### src/rtl/bus_mux_reg.sv
// Registered priority bus multiplexer for the shared CPU bus.
// Source 0 has the highest priority. Each source has a run-time override
// entry that can replace its data on the bus. Simultaneous enables are
// reported as contention through a pulse, a sticky flag and a saturating
// counter. The old tri-state bus is replaced entirely by this mux; nothing
// here ever drives 'z'.
module bus_mux_reg #(
    parameter int WIDTH   = 32,
    parameter int NUM_SRC = 24,
    parameter bit HOLD    = 1'b1,
    parameter int CNTW    = 8,
    parameter int SELW    = $clog2(NUM_SRC)
) (
    input  logic                     clock,
    input  logic                     clear,
    input  logic [NUM_SRC*WIDTH-1:0] src_data,
    input  logic [NUM_SRC-1:0]       src_en,
    input  logic                     ovr_wr,
    input  logic [SELW-1:0]          ovr_idx,
    input  logic                     ovr_set,
    input  logic [WIDTH-1:0]         ovr_val,
    input  logic                     sticky_clr,
    output logic [WIDTH-1:0]         bus_out,
    output logic                     bus_valid,
    output logic [SELW-1:0]          bus_owner,
    output logic                     conflict,
    output logic                     conflict_sticky,
    output logic [CNTW-1:0]          conflict_count
);

    localparam logic [CNTW-1:0] CNT_MAX = {CNTW{1'b1}};

    logic [WIDTH-1:0] bus_q,      bus_d;
    logic             valid_q,    valid_d;
    logic [SELW-1:0]  owner_q,    owner_d;
    logic             conflict_q, conflict_d;
    logic             sticky_q,   sticky_d;
    logic [CNTW-1:0]  count_q,    count_d;

    logic             ovr_en_q  [NUM_SRC];
    logic             ovr_en_d  [NUM_SRC];
    logic [WIDTH-1:0] ovr_val_q [NUM_SRC];
    logic [WIDTH-1:0] ovr_val_d [NUM_SRC];

    logic             win_valid;
    logic [SELW-1:0]  win_idx;
    logic [WIDTH-1:0] win_data;
    logic             multi_en;

    // Priority select: scanning from the top down lets the lowest enabled index win.
    // The table is read from the current registers, so a write on this edge
    // only affects selections from the next edge onward.
    always_comb begin
        win_valid = 1'b0;
        win_idx   = '0;
        win_data  = '0;
        for (int i = NUM_SRC - 1; i >= 0; i--) begin
            if (src_en[i]) begin
                win_valid = 1'b1;
                win_idx   = SELW'(i);
                win_data  = ovr_en_q[i] ? ovr_val_q[i] : src_data[i*WIDTH +: WIDTH];
            end
        end
        multi_en = ($countones(src_en) >= 2);
    end

    // Override table next state. An index outside the source range matches no entry,
    // so the write is ignored.
    always_comb begin
        for (int i = 0; i < NUM_SRC; i++) begin
            ovr_en_d[i]  = ovr_en_q[i];
            ovr_val_d[i] = ovr_val_q[i];
            if (ovr_wr && (ovr_idx == SELW'(i))) begin
                ovr_en_d[i]  = ovr_set;
                ovr_val_d[i] = ovr_val;
            end
        end
    end

    // Bus data, owner and contention next state.
    // When sticky_clr and a conflict occur together, the clear is applied
    // first and the new event is then counted.
    always_comb begin
        valid_d    = win_valid;
        owner_d    = win_valid ? win_idx : owner_q;
        bus_d      = bus_q;
        if (win_valid) begin
            bus_d = win_data;
        end else if (!HOLD) begin
            bus_d = '0;
        end

        conflict_d = multi_en;
        if (sticky_clr) begin
            sticky_d = multi_en;
            count_d  = multi_en ? CNTW'(1) : '0;
        end else begin
            sticky_d = sticky_q | multi_en;
            count_d  = (multi_en && (count_q != CNT_MAX)) ? count_q + CNTW'(1) : count_q;
        end
    end

    // State registers, cleared asynchronously.
    always_ff @(posedge clock or negedge clear) begin
        if (!clear) begin
            bus_q      <= '0;
            valid_q    <= 1'b0;
            owner_q    <= '0;
            conflict_q <= 1'b0;
            sticky_q   <= 1'b0;
            count_q    <= '0;
            ovr_en_q   <= '{default: 1'b0};
            ovr_val_q  <= '{default: '0};
        end else begin
            bus_q      <= bus_d;
            valid_q    <= valid_d;
            owner_q    <= owner_d;
            conflict_q <= conflict_d;
            sticky_q   <= sticky_d;
            count_q    <= count_d;
            ovr_en_q   <= ovr_en_d;
            ovr_val_q  <= ovr_val_d;
        end
    end

    assign bus_out         = bus_q;
    assign bus_valid       = valid_q;
    assign bus_owner       = owner_q;
    assign conflict        = conflict_q;
    assign conflict_sticky = sticky_q;
    assign conflict_count  = count_q;

endmodule

### config.mk
export PLATFORM = sky130hd
export DESIGN_NAME = bus_mux_reg
export DESIGN_NICKNAME = d
export VERILOG_FILES = /design/src/rtl/bus_mux_reg.sv
export SDC_FILE = /design/constraint.sdc
export NUM_CORES = 2
export LEC_CHECK = 0
export CORE_AREA = 2 2 343 345
export DETAILED_ROUTE_END_ITERATION = 8
export DIE_AREA = 0 0 345 347
export GPL_ROUTABILITY_DRIVEN = 0
export PLACE_DENSITY_LB_ADDON = 0.3
export SETUP_SLACK_MARGIN = 0.02
export SLEW_MARGIN = 0
export SYNTH_ARGS = -nofsm -noshare
export SYNTH_HDL_FRONTEND = slang
export SYNTH_SLANG_ARGS = --single-unit
### constraint.sdc
create_clock -name clock -period 5.5 [get_ports clock]
set_input_delay 0.55 -clock clock [delete_from_list [all_inputs] [get_ports clock]]
set_output_delay 0.55 -clock clock [all_outputs]
set_load 0.02 [all_outputs]
==> flow_summary.yaml <==
cells_and_area:
  drive_gt1_share_pct: 26.9
  area_delta_synth_final_pct: 30.7
  nNetsFinal: 5500
grt:
  antenna_found_initial: 75
  use_met3_pct: 11.1
  use_met1_pct: 45.9
  gr-total-overflow: 0
  grt_pass1_vias: 39700
  grt_busiest_layer: "met2"
  grt_usage_pct: 39.8
  grt_pass1_wl_um: 329000
  grtUsageMet2_pct: 64.1
  grt_max_degree: 137
cts:
  post_cts_resized: 0
  cts_tree: "built"
  cts_max_level: 3
  cts-root-buf: "clkbuf_16"
  cts_setup_buffers: 0
  insertion_delay_ns: 0.71
  clk_pin_slew_ns: 0.06
  cts_buffer_depth: 3
  cts_made_buffers: 98
  cts_sinks: 840
setup_path:
  reg2reg_slack_ns: 2.04
  timing.rr.start: "ovr_en_q[6]"
  reg2reg_depth: 7
  critPathRequiredTime_ns: 6.12
  cp-end-kind: "register"
  worst-setup-path-type: "in2reg"
  r2r-end: "bus_out[27]"
  start_kind: "input pin"
  worstPathMaxFanout: 6
  critical_path_arrival_ns: 5.60
timing:
  fin_setup_tns_ns: 0
  period_minus_slack_ns: 4.98
  setup_viol_count_final: 0
  relSlewSlack_pct: 15.0
  clock_skew_ns: 0.0323
  rsz0062_at_grt: "false"
  layout_worst_path_cycle_share_pct: 90.5
  tightest_slew_ns: 1.26
  hold_viol: 0
  finalMaxSlewViolations: 0
  fmax_ghz: 0.201
die:
  die_y_um: 347
  std_cell_rows: 125
  core_um2: 116000
  fp.dieW_um: 345
  die_area_um2: 120000
  num_io_pins: 882
  initial_core_util_pct: 39.7
route:
  detail_route.wirelength_um: 246000
  route.detailed.drc: 0
  ant_nets: 0
  drt-pass1-iter-count: 6
  dr.first_iter.drc_count: 4672
  wl_per_cell_um: 39.2
  vias: 39700
  vias_per_cell: 6.33
synthesis:
  ys_warn_count: 0
  synth-edff-count: 0
  synth-async-reset-ratio_pct: 100
  syn-num-nets: 4703
  yosysSeqAreaShare_pct: 45.7
  ys_types: 71
  netlist_instances: 3845
  synth_ff_type: "dfrtp_1"
  synth-seq-cells: 840
  syn_area_um2: 46000
  synth_area_leaders: "dfrtp_1 (46%), mux2_2 (21%), mux2i_1 (15%)"
  synth_top_area_cell: "dfrtp_1"
  synth_area_per_cell_um2: 12.0
  synth.top_cell.area_share_pct: 45.7
placed_design:
  dpl.hpwl_um: 183000
  port-buffer-count: 881
run:
  drv_cap: 0
hold_path:
  hold_class: "in2async"
pwr:
  finalPower_mw: 20.9
  ir_worst_vdd_mv: 0.240
  p_leak_nw: 25.5
  power_density_nw_per_um2: 348
status:
  status: "finished clean"
-- final cells by class --
| type | count | area [um2] |
|---|---|---|
| multi-input combinational | 2603 | 23400 |
| antenna | 33 | 82.6 |
| clock buffer | 147 | 2930 |
| clock inverter | 35 | 429 |
| timing repair buffer | 1052 | 10100 |
| tap | 1524 | 1910 |
| sequential | 840 | 21000 |
| fill | 10300 | 55600 |
| inverter | 47 | 176 |
-- per-stage QoR --
step                      util [%]  cells  hold slack [ns]  setup slack [ns]  instance area [um2]
after floorplan                  -   3845            0.254            0.0540                46000
after global placement        48.9   6065            0.476            -0.170                56600
after detailed placement      48.9   6065            0.487            -0.180                56600
after CTS                     51.9   6248            0.484             0.540                60000
after global routing          51.9   6264            0.509             0.383                60100
final                         51.9   6281            0.479             0.521                60100
-- cells by family (layout without fill, tap and decap cells) --
logic type,after synthesis,in the layout,synth area share [%]
buffers and inverters,402,1281,3.53
AO/OA/AOI/OAI,655,655,9.68
flip-flops,840,840,45.7
AND/OR/NAND/NOR,364,364,3.89
adder cells (fa/ha/maj),24,24,0.930
XOR/XNOR,4,4,0.0762
other,0,33,0
multiplexers,1556,1556,36.2
-- flip-flops by register name (all words and copies together), names as in the netlist --
name / count
conflict: 1
conflict_count: 8
conflict_sticky: 1
ovr_val_q: 768
bus_owner: 5
bus_out: 32
bus_valid: 1
ovr_en_q: 24
-- metal layers --
| metal | vias up | part of all wire, % | wire (um) |
|---|---|---|---|
| met1 | 20400 | 36 | 88200 |
| met3 | 684 | 9.5 | 23400 |
| met5 | - | 0.14 | 356 |
| li1 | 16000 | - | - |
| met2 | 2573 | 46 | 114000 |
| met4 | 56 | 8.2 | 20100 |
-- what timing repair did --
| action | 4_1_cts | 5_1_grt |
|---|---|---|
| hold buffers | 1 | 0 |
| endpoints found under the hold margin | 74 | 0 |
| setup endpoints to repair | 0 | 0 |
-- power breakdown --
part	switching [mW]	internal (mW)	leakage, nW
clock	2.88	4.06	1.65
sequential	0.967	7.37	10.7
combinational	2.87	2.81	13.1
-- cell usage after synthesis (11+ instances only) --
master,n
nor2b_1,18
buf_1,57
a22oi_1,28
nand2_1,92
and2_1,14
nor2_1,104
o211ai_1,17
clkbuf_1,229
o21ai_0,89
inv_1,40
a21oi_1,96
o22a_1,23
mux2_2,857
nand3_1,28
mux2i_1,699
o221ai_1,55
buf_2,65
nor3_1,28
a31oi_1,12
a211o_1,11
o22ai_1,188
nand2b_1,20
dfrtp_1,840
fa_1,17
a211oi_1,28
a221oi_1,36
-- placed cells by master (no fill, tap or decap), types with 19 or more instances in the layout --
cell type,netlist,final
diode_2,0,33
o21ai_0,89,89
nand3_1,28,28
a21oi_1,96,96
a221oi_1,36,36
dfrtp_2,0,21
clkbuf_8,0,25
nand2b_1,20,19
o221ai_1,55,55
nand2_1,92,92
inv_1,40,40
o22ai_1,188,188
nor2_1,104,100
dfrtp_1,840,819
o22a_1,23,23
a22oi_1,28,28
clkbuf_1,229,22
mux2i_1,699,699
clkdlybuf4s50_1,0,866
nor3_1,28,26
clkbuf_16,0,100
buf_4,0,164
mux2_2,857,857
a211oi_1,28,28
-- how the worst max path moves through the flow --
stage,from,endpoint,cells past startpoint
final,src_en[0],conflict_count[5],18
after global routing,src_en[0],conflict_count[5],18
after CTS,src_en[0],conflict_count[5],17
after detailed placement,src_en[0],conflict_count[5],17
after global placement,src_en[0],conflict_count[7],18
after floorplan,src_en[0],conflict_count[7],16
-- worst max-delay path, stage by stage --
cell,delay [ns]
clkdlybuf4s50_1,0.56
inv_1,0.11
fa_1,0.60
buf_12,0.14
fa_1,0.43
fa_1,0.52
fa_1,0.43
fa_1,0.49
inv_1,0.04
ha_1,0.20
fa_1,0.44
nand3b_1,0.10
o22ai_1,0.08
a21oi_1,0.13
buf_4,0.17
nand3_1,0.12
or3_1,0.33
a21oi_1,0.14
(Power assumes the default switching activity.)
